File: src/rtl/alarm_ctrl.sv
// Alarm controller: arm/ring/snooze state machine driven by 1 Hz ticks and a time-match level.
// Optional snooze support is compiled in with `define ALARM_SNOOZE_EN.
module alarm_ctrl #(
    parameter int RING_SEC   = 60,
    parameter int SNOOZE_SEC = 300,
    parameter int SNZ_MAX    = 3
) (
    input  logic       clk_i,
    input  logic       rst_ni,
    input  logic       en1hz_i,
    input  logic       sig2hz_i,
    input  logic       match_i,
    input  logic       arm_i,
    input  logic       stop_i,
    input  logic       snooze_i,
    output logic       buzz_o,
    output logic       led_o,
    output logic [1:0] state_o,
    output logic [1:0] snz_o,
    output logic [8:0] remain_o
);

    typedef enum logic [1:0] {
        S_IDLE  = 2'b00,
        S_ARMED = 2'b01,
        S_RING  = 2'b10,
        S_SNZW  = 2'b11
    } state_e;

    localparam logic [8:0] RING_V = 9'(RING_SEC);

`ifdef ALARM_SNOOZE_EN
    localparam logic [8:0] SNOOZE_V  = 9'(SNOOZE_SEC);
    localparam logic [1:0] SNZ_MAX_V = 2'(SNZ_MAX);
`else
    localparam int unused_snooze_p = SNOOZE_SEC + SNZ_MAX;
    logic unused_snooze;
    assign unused_snooze = snooze_i;
`endif

    state_e     state_q, state_d;
    logic [8:0] remain_q, remain_d;
    logic [1:0] snz_q, snz_d;
    logic       match_q;
    logic       buzz_q, buzz_d;
    logic       led_q, led_d;
    logic       match_evt;

    always_comb begin
        state_d   = state_q;
        remain_d  = remain_q;
        snz_d     = snz_q;
        match_evt = match_i & ~match_q;

        case (state_q)
            S_IDLE: begin
                if (arm_i) state_d = S_ARMED;
            end
            S_ARMED: begin
                if (arm_i) begin
                    state_d  = S_IDLE;
                    remain_d = '0;
                    snz_d    = '0;
                end else if (match_evt) begin
                    state_d  = S_RING;
                    remain_d = RING_V;
                    snz_d    = '0;
                end
            end
            S_RING: begin
                if (arm_i) begin
                    state_d  = S_IDLE;
                    remain_d = '0;
                    snz_d    = '0;
                end else if (stop_i) begin
                    state_d  = S_ARMED;
                    remain_d = '0;
`ifdef ALARM_SNOOZE_EN
                end else if (snooze_i && (snz_q < SNZ_MAX_V)) begin
                    state_d  = S_SNZW;
                    remain_d = SNOOZE_V;
                    snz_d    = snz_q + 2'd1;
`endif
                end else if (en1hz_i && (remain_q != '0)) begin
                    // Last tick ends the ring; the counter never decrements past zero.
                    if (remain_q == 9'd1) begin
                        state_d  = S_ARMED;
                        remain_d = '0;
                    end else begin
                        remain_d = remain_q - 9'd1;
                    end
                end
            end
`ifdef ALARM_SNOOZE_EN
            S_SNZW: begin
                if (arm_i) begin
                    state_d  = S_IDLE;
                    remain_d = '0;
                    snz_d    = '0;
                end else if (stop_i) begin
                    state_d  = S_ARMED;
                    remain_d = '0;
                end else if (en1hz_i && (remain_q != '0)) begin
                    if (remain_q == 9'd1) begin
                        state_d  = S_RING;
                        remain_d = RING_V;
                    end else begin
                        remain_d = remain_q - 9'd1;
                    end
                end
            end
`endif
            default: begin
                state_d  = S_IDLE;
                remain_d = '0;
                snz_d    = '0;
            end
        endcase

        buzz_d = (state_d == S_RING) & sig2hz_i;
        case (state_d)
            S_IDLE:  led_d = 1'b0;
            S_SNZW:  led_d = sig2hz_i;
            default: led_d = 1'b1;
        endcase
    end

    always_ff @(posedge clk_i or negedge rst_ni) begin
        if (!rst_ni) begin
            state_q  <= S_IDLE;
            remain_q <= '0;
            snz_q    <= '0;
            match_q  <= 1'b0;
            buzz_q   <= 1'b0;
            led_q    <= 1'b0;
        end else begin
            state_q  <= state_d;
            remain_q <= remain_d;
            snz_q    <= snz_d;
            match_q  <= match_i;
            buzz_q   <= buzz_d;
            led_q    <= led_d;
        end
    end

    assign state_o  = state_q;
    assign remain_o = remain_q;
    assign snz_o    = snz_q;
    assign buzz_o   = buzz_q;
    assign led_o    = led_q;

endmodule

File: config.mk
export PLATFORM = sky130hd
export DESIGN_NAME = alarm_ctrl
export DESIGN_NICKNAME = d
export VERILOG_FILES = /design/src/rtl/alarm_ctrl.sv
export SDC_FILE = /design/constraint.sdc
export NUM_CORES = 1
export LEC_CHECK = 0
export ABC_AREA = 1
export CAP_MARGIN = 20
export CELL_PAD_IN_SITES_DETAIL_PLACEMENT = 0
export CELL_PAD_IN_SITES_GLOBAL_PLACEMENT = 2
export CORE_MARGIN = 4
export CORE_UTILIZATION = 29
export DETAILED_ROUTE_END_ITERATION = 7
export MAX_ROUTING_LAYER = met4
export PLACE_DENSITY = 0.92
export SYNTH_ARGS = -nofsm -noshare
export SYNTH_HDL_FRONTEND = slang
export SYNTH_SLANG_ARGS = --single-unit
File: constraint.sdc
create_clock -name clk_i -period 2.7 [get_ports clk_i]
set_clock_uncertainty 0.15 [all_clocks]
set_input_delay 0.405 -clock clk_i [delete_from_list [all_inputs] [get_ports clk_i]]
set_output_delay 0.405 -clock clk_i [all_outputs]
set_load 0.01 [all_outputs]
==> results.md <==
## Synthesis
* dfrtp_1 34%, nand2_1 14%, ha_1 8.6% — biggest area contributors in the synthesized netlist
* 0% — portion of netlist area occupied by mux cells
* 2.58% — post-synthesis share of cell area spent on xor and xnor gates
* 14 — number of register bits inferred by synthesis
* 0.00102 mm² — summed instance area of the synthesized netlist
* 23 — number of distinct library cells after synthesis
* 7.18 µm² — synthesized area divided by synthesized cell count
* simple AND/OR/NAND/NOR gates — largest family of logic cells by synthesized area
* 8.59% — Synth Area in Adders
* 0 — yosys warns
* dfrtp_1 — post-synth top area cell
* 34.4% — Yosys top cell area share
* 34.4% — post-synthesis sequential area ratio
* 9.69% — post-synthesis compound-gate area fraction
* 142 — Synth Instances
* 34.0% — simple-gate share of the synthesized area

## Clock network
* 14 — Sinks on Clock Net
* done — clock tree from TritonCTS
* 0 — setup repair bufs after CTS
* clkbuf_4 — CTS root buf
* 0.10 ns — post-CTS clock slew at the launch and capture registers of the worst setup and hold paths
* 1 — H-tree levels
* 0 — hold_buf cts
* 0.29 ns — clock insertion delay at the later pin of the skew report
* 2 — maximum count of clock buffers along a single path
* 0 — Gates resized, CTS repair
* 3 — clock buffers created by TritonCTS

## Floorplanning
* 23 — Top-Level Pins
* 30.3% — initial core utilization
* 21 — count of standard-cell rows
* 0.00336 mm² — placeable core region
* 67.3 µm — Die Span Y
* 67.3 µm — die width
* 0.00453 mm² — overall die area

## Finish
* 26.3% — signed area change from the synthesized netlist to the final layout
* 350 µm² — footprint of the flip-flops and latches
* 0 — Antenna diodes
* 37 x nand2_1, 22 x inv_1, 19 x nor2_1, 19 x clkdlybuf4s50_1, 14 x dfrtp_1 — commonest non-fill, non-tap cells in the layout
* 0.00129 mm² — post-route cell area
* 9.20% — fraction of layout cells with a size suffix above 1
* nand2_1 — most common cell after layout, fill and taps aside
* 179 — number of nets in the layout
* 399 — number of fill cells
* 567 µm² — multi-input gate area in the final layout

## Drt
* 4 — Detailed Routing Iterations Pass 1
* 934 — total via count in the routed design
* 4.47 — Vias/cell
* met4 — highest signal layer in the routed design
* 0 — remaining antenna violation count
* 1.06 mm — Post-Route M1 WL
* 0 — remaining routing DRC violations
* 1.11 mm — total met2 wirelength after detailed routing
* 124 µm — WL met3
* 2.30 mm — total wire length
* 52 — drt first-iter violations
* 11.0 µm — drt wl/cell

## Power
* 0.639 nW — leakage power of the design
* 0.000351 V — maximum vdd drop
* 45.9% — fraction of power spent switching nets
* 13.3% — Clock power frac
* 59.7% — combinational share of power
* 0.646 mW — design internal power
* 1.19 mW — Power, Total
* 927 mW/mm² — power density over the cells
* 27.0% — register share of total power
* 0.548 mW — power dissipated by switching net loads

## Setup path
* 2.71 ns — data required time at the worst endpoint
* register — sort of element at the end of the critical path
* 6 — maximum fanout encountered on the critical timing path
* 1.98 ns — Critical Path AT
* remain_o[0]$_DFFE_PN0P_ — launch point of the worst reg-to-reg path
* 0.73 ns — setup slack of the most critical reg-to-reg path
* remain_o[0]$_DFFE_PN0P_ — capture instance of the worst register-to-register path
* register — startpoint type of the worst setup path
* 11 — reg2reg path depth
* reg -> reg — path type of the worst setup path

## Status
* finished, final reports clean — status

## STA
* no — RSZ-0062 raised after global routing
* 1.97 ns — min cycle time layout
* 0.355 ns — final hold slack
* 56.5% — worst rel slew slack
* 0 — pins over their slew limit
* 0.730 ns — Setup WS post-layout
* 73.0% — post-route clock period utilization
* 0.651 ns — actual transition at the worst max-transition pin
* 0 — final count of negative-setup-slack endpoints
* 0 — count of endpoints failing hold in the final timing report
* 507 MHz — Peak Freq
* 0 ns — final setup TNS

## GRT
* 4.03 mm — global-route wire length before repair
* 11.9% — total routing usage reported by global routing
* 15 — maximum number of pins on one net before global-route repair
* 0 — antenna violations before repair
* 0 — global route total overflow
* 966 — via count of the first global-routing pass

## Job
* 0 — number of max-cap violations

## Placed design
* 0.807 — global placer's final weighted congestion
* 1.86 mm — DP HPWL
* 0.00125 mm² — area after detailed placement
* 0.473 ns — worst-case setup slack after placement
* 19 — number of buffers added on ports

## Hold path
* in -> async — type of the most critical hold path

## critical path: stages, from the launching register on
cell	delay [ns]
dfrtp_1	0.41
inv_1	0.17
ha_1	0.17
inv_1	0.03
nor2_1	0.07
nand2_1	0.08
o21ai_2	0.19
nand2_1	0.17
nand2_1	0.17
nor2_2	0.09
nand3_1	0.07
o21ai_0	0.08
## worst max-delay path by stage
| stage | from | to | slack [ns] | cells past startpoint |
|---|---|---|---|---|
| floorplan | remain_o[0]$_DFFE_PN0P_ | remain_o[0]$_DFFE_PN0P_ | 0.94 | 11 |
| global placement | arm_i | remain_o[6]$_DFFE_PN0P_ | 0.50 | 9 |
| detailed placement | arm_i | remain_o[8]$_DFFE_PN0P_ | 0.47 | 9 |
| CTS | remain_o[0]$_DFFE_PN0P_ | remain_o[0]$_DFFE_PN0P_ | 0.71 | 11 |
| global route | state_o[0]$_DFF_PN0_ | remain_o[6]$_DFFE_PN0P_ | 0.58 | 9 |
| finish | remain_o[0]$_DFFE_PN0P_ | remain_o[0]$_DFFE_PN0P_ | 0.73 | 11 |
## routing by layer
layer	vias up	track usage [%]
li1	479	-
met1	433	14.0
met2	20	20.5
met3	2	3.49
met4	0	2.03
met5	-	-
## power by group through the flow
stage	sequential, mW	clock [mW]	combinational (mW)
2_1_floorplan	0.347	0	0.466
3_3_place_gp	0.326	0	0.716
3_5_place_dp	0.329	0	0.720
4_1_cts	0.325	0.168	0.723
5_1_grt	0.336	0.175	0.819
6_report	0.322	0.159	0.712
## logic make-up after synthesis
group	count (synthesis)
AOI/OAI and AO/OA	15
xor gates and xnor gates	3
adders and majority gates	7
buffers and inverters	26
DFF	14
other	1
and+or+nand+nor	76
## flip-flops by register name, summed over array words and instances (netlist names)
register and flops:
buzz_o 1, led_o 1, match_q 1, remain_o 9
state_o 2
## synth_stat cells
library cell / number
xor2_1: 3
nand2_4: 1
nand3_1: 10
nand2_1: 37
nor2_4: 1
inv_2: 1
nor3_4: 1
inv_1: 22
conb_1: 1
a21boi_4: 1
nand3_2: 1
a21boi_2: 1
ha_1: 7
nor2_1: 19
nand4_1: 2
a21oi_1: 3
o21ai_0: 9
o21ai_2: 1
nor2_2: 3
buf_2: 1
dfrtp_1: 14
and2_1: 1
buf_4: 2
## metrics by stage
stage,util (%),std cells
3_5_place_dp,37.2,205
2_1_floorplan,-,143
4_1_cts,38.3,209
6_report,38.3,209
5_1_grt,38.3,209
3_3_place_gp,37.2,205
## cell type report
type	count	area share, %
Multi-Input combinational cell	103	44.0
Sequential cell	14	27.2
Timing Repair Buffer	19	14.8
Inverter	23	6.71
Tap cell	46	4.47
Clock buffer	4	2.82
Power figures use the tool's default switching activity.
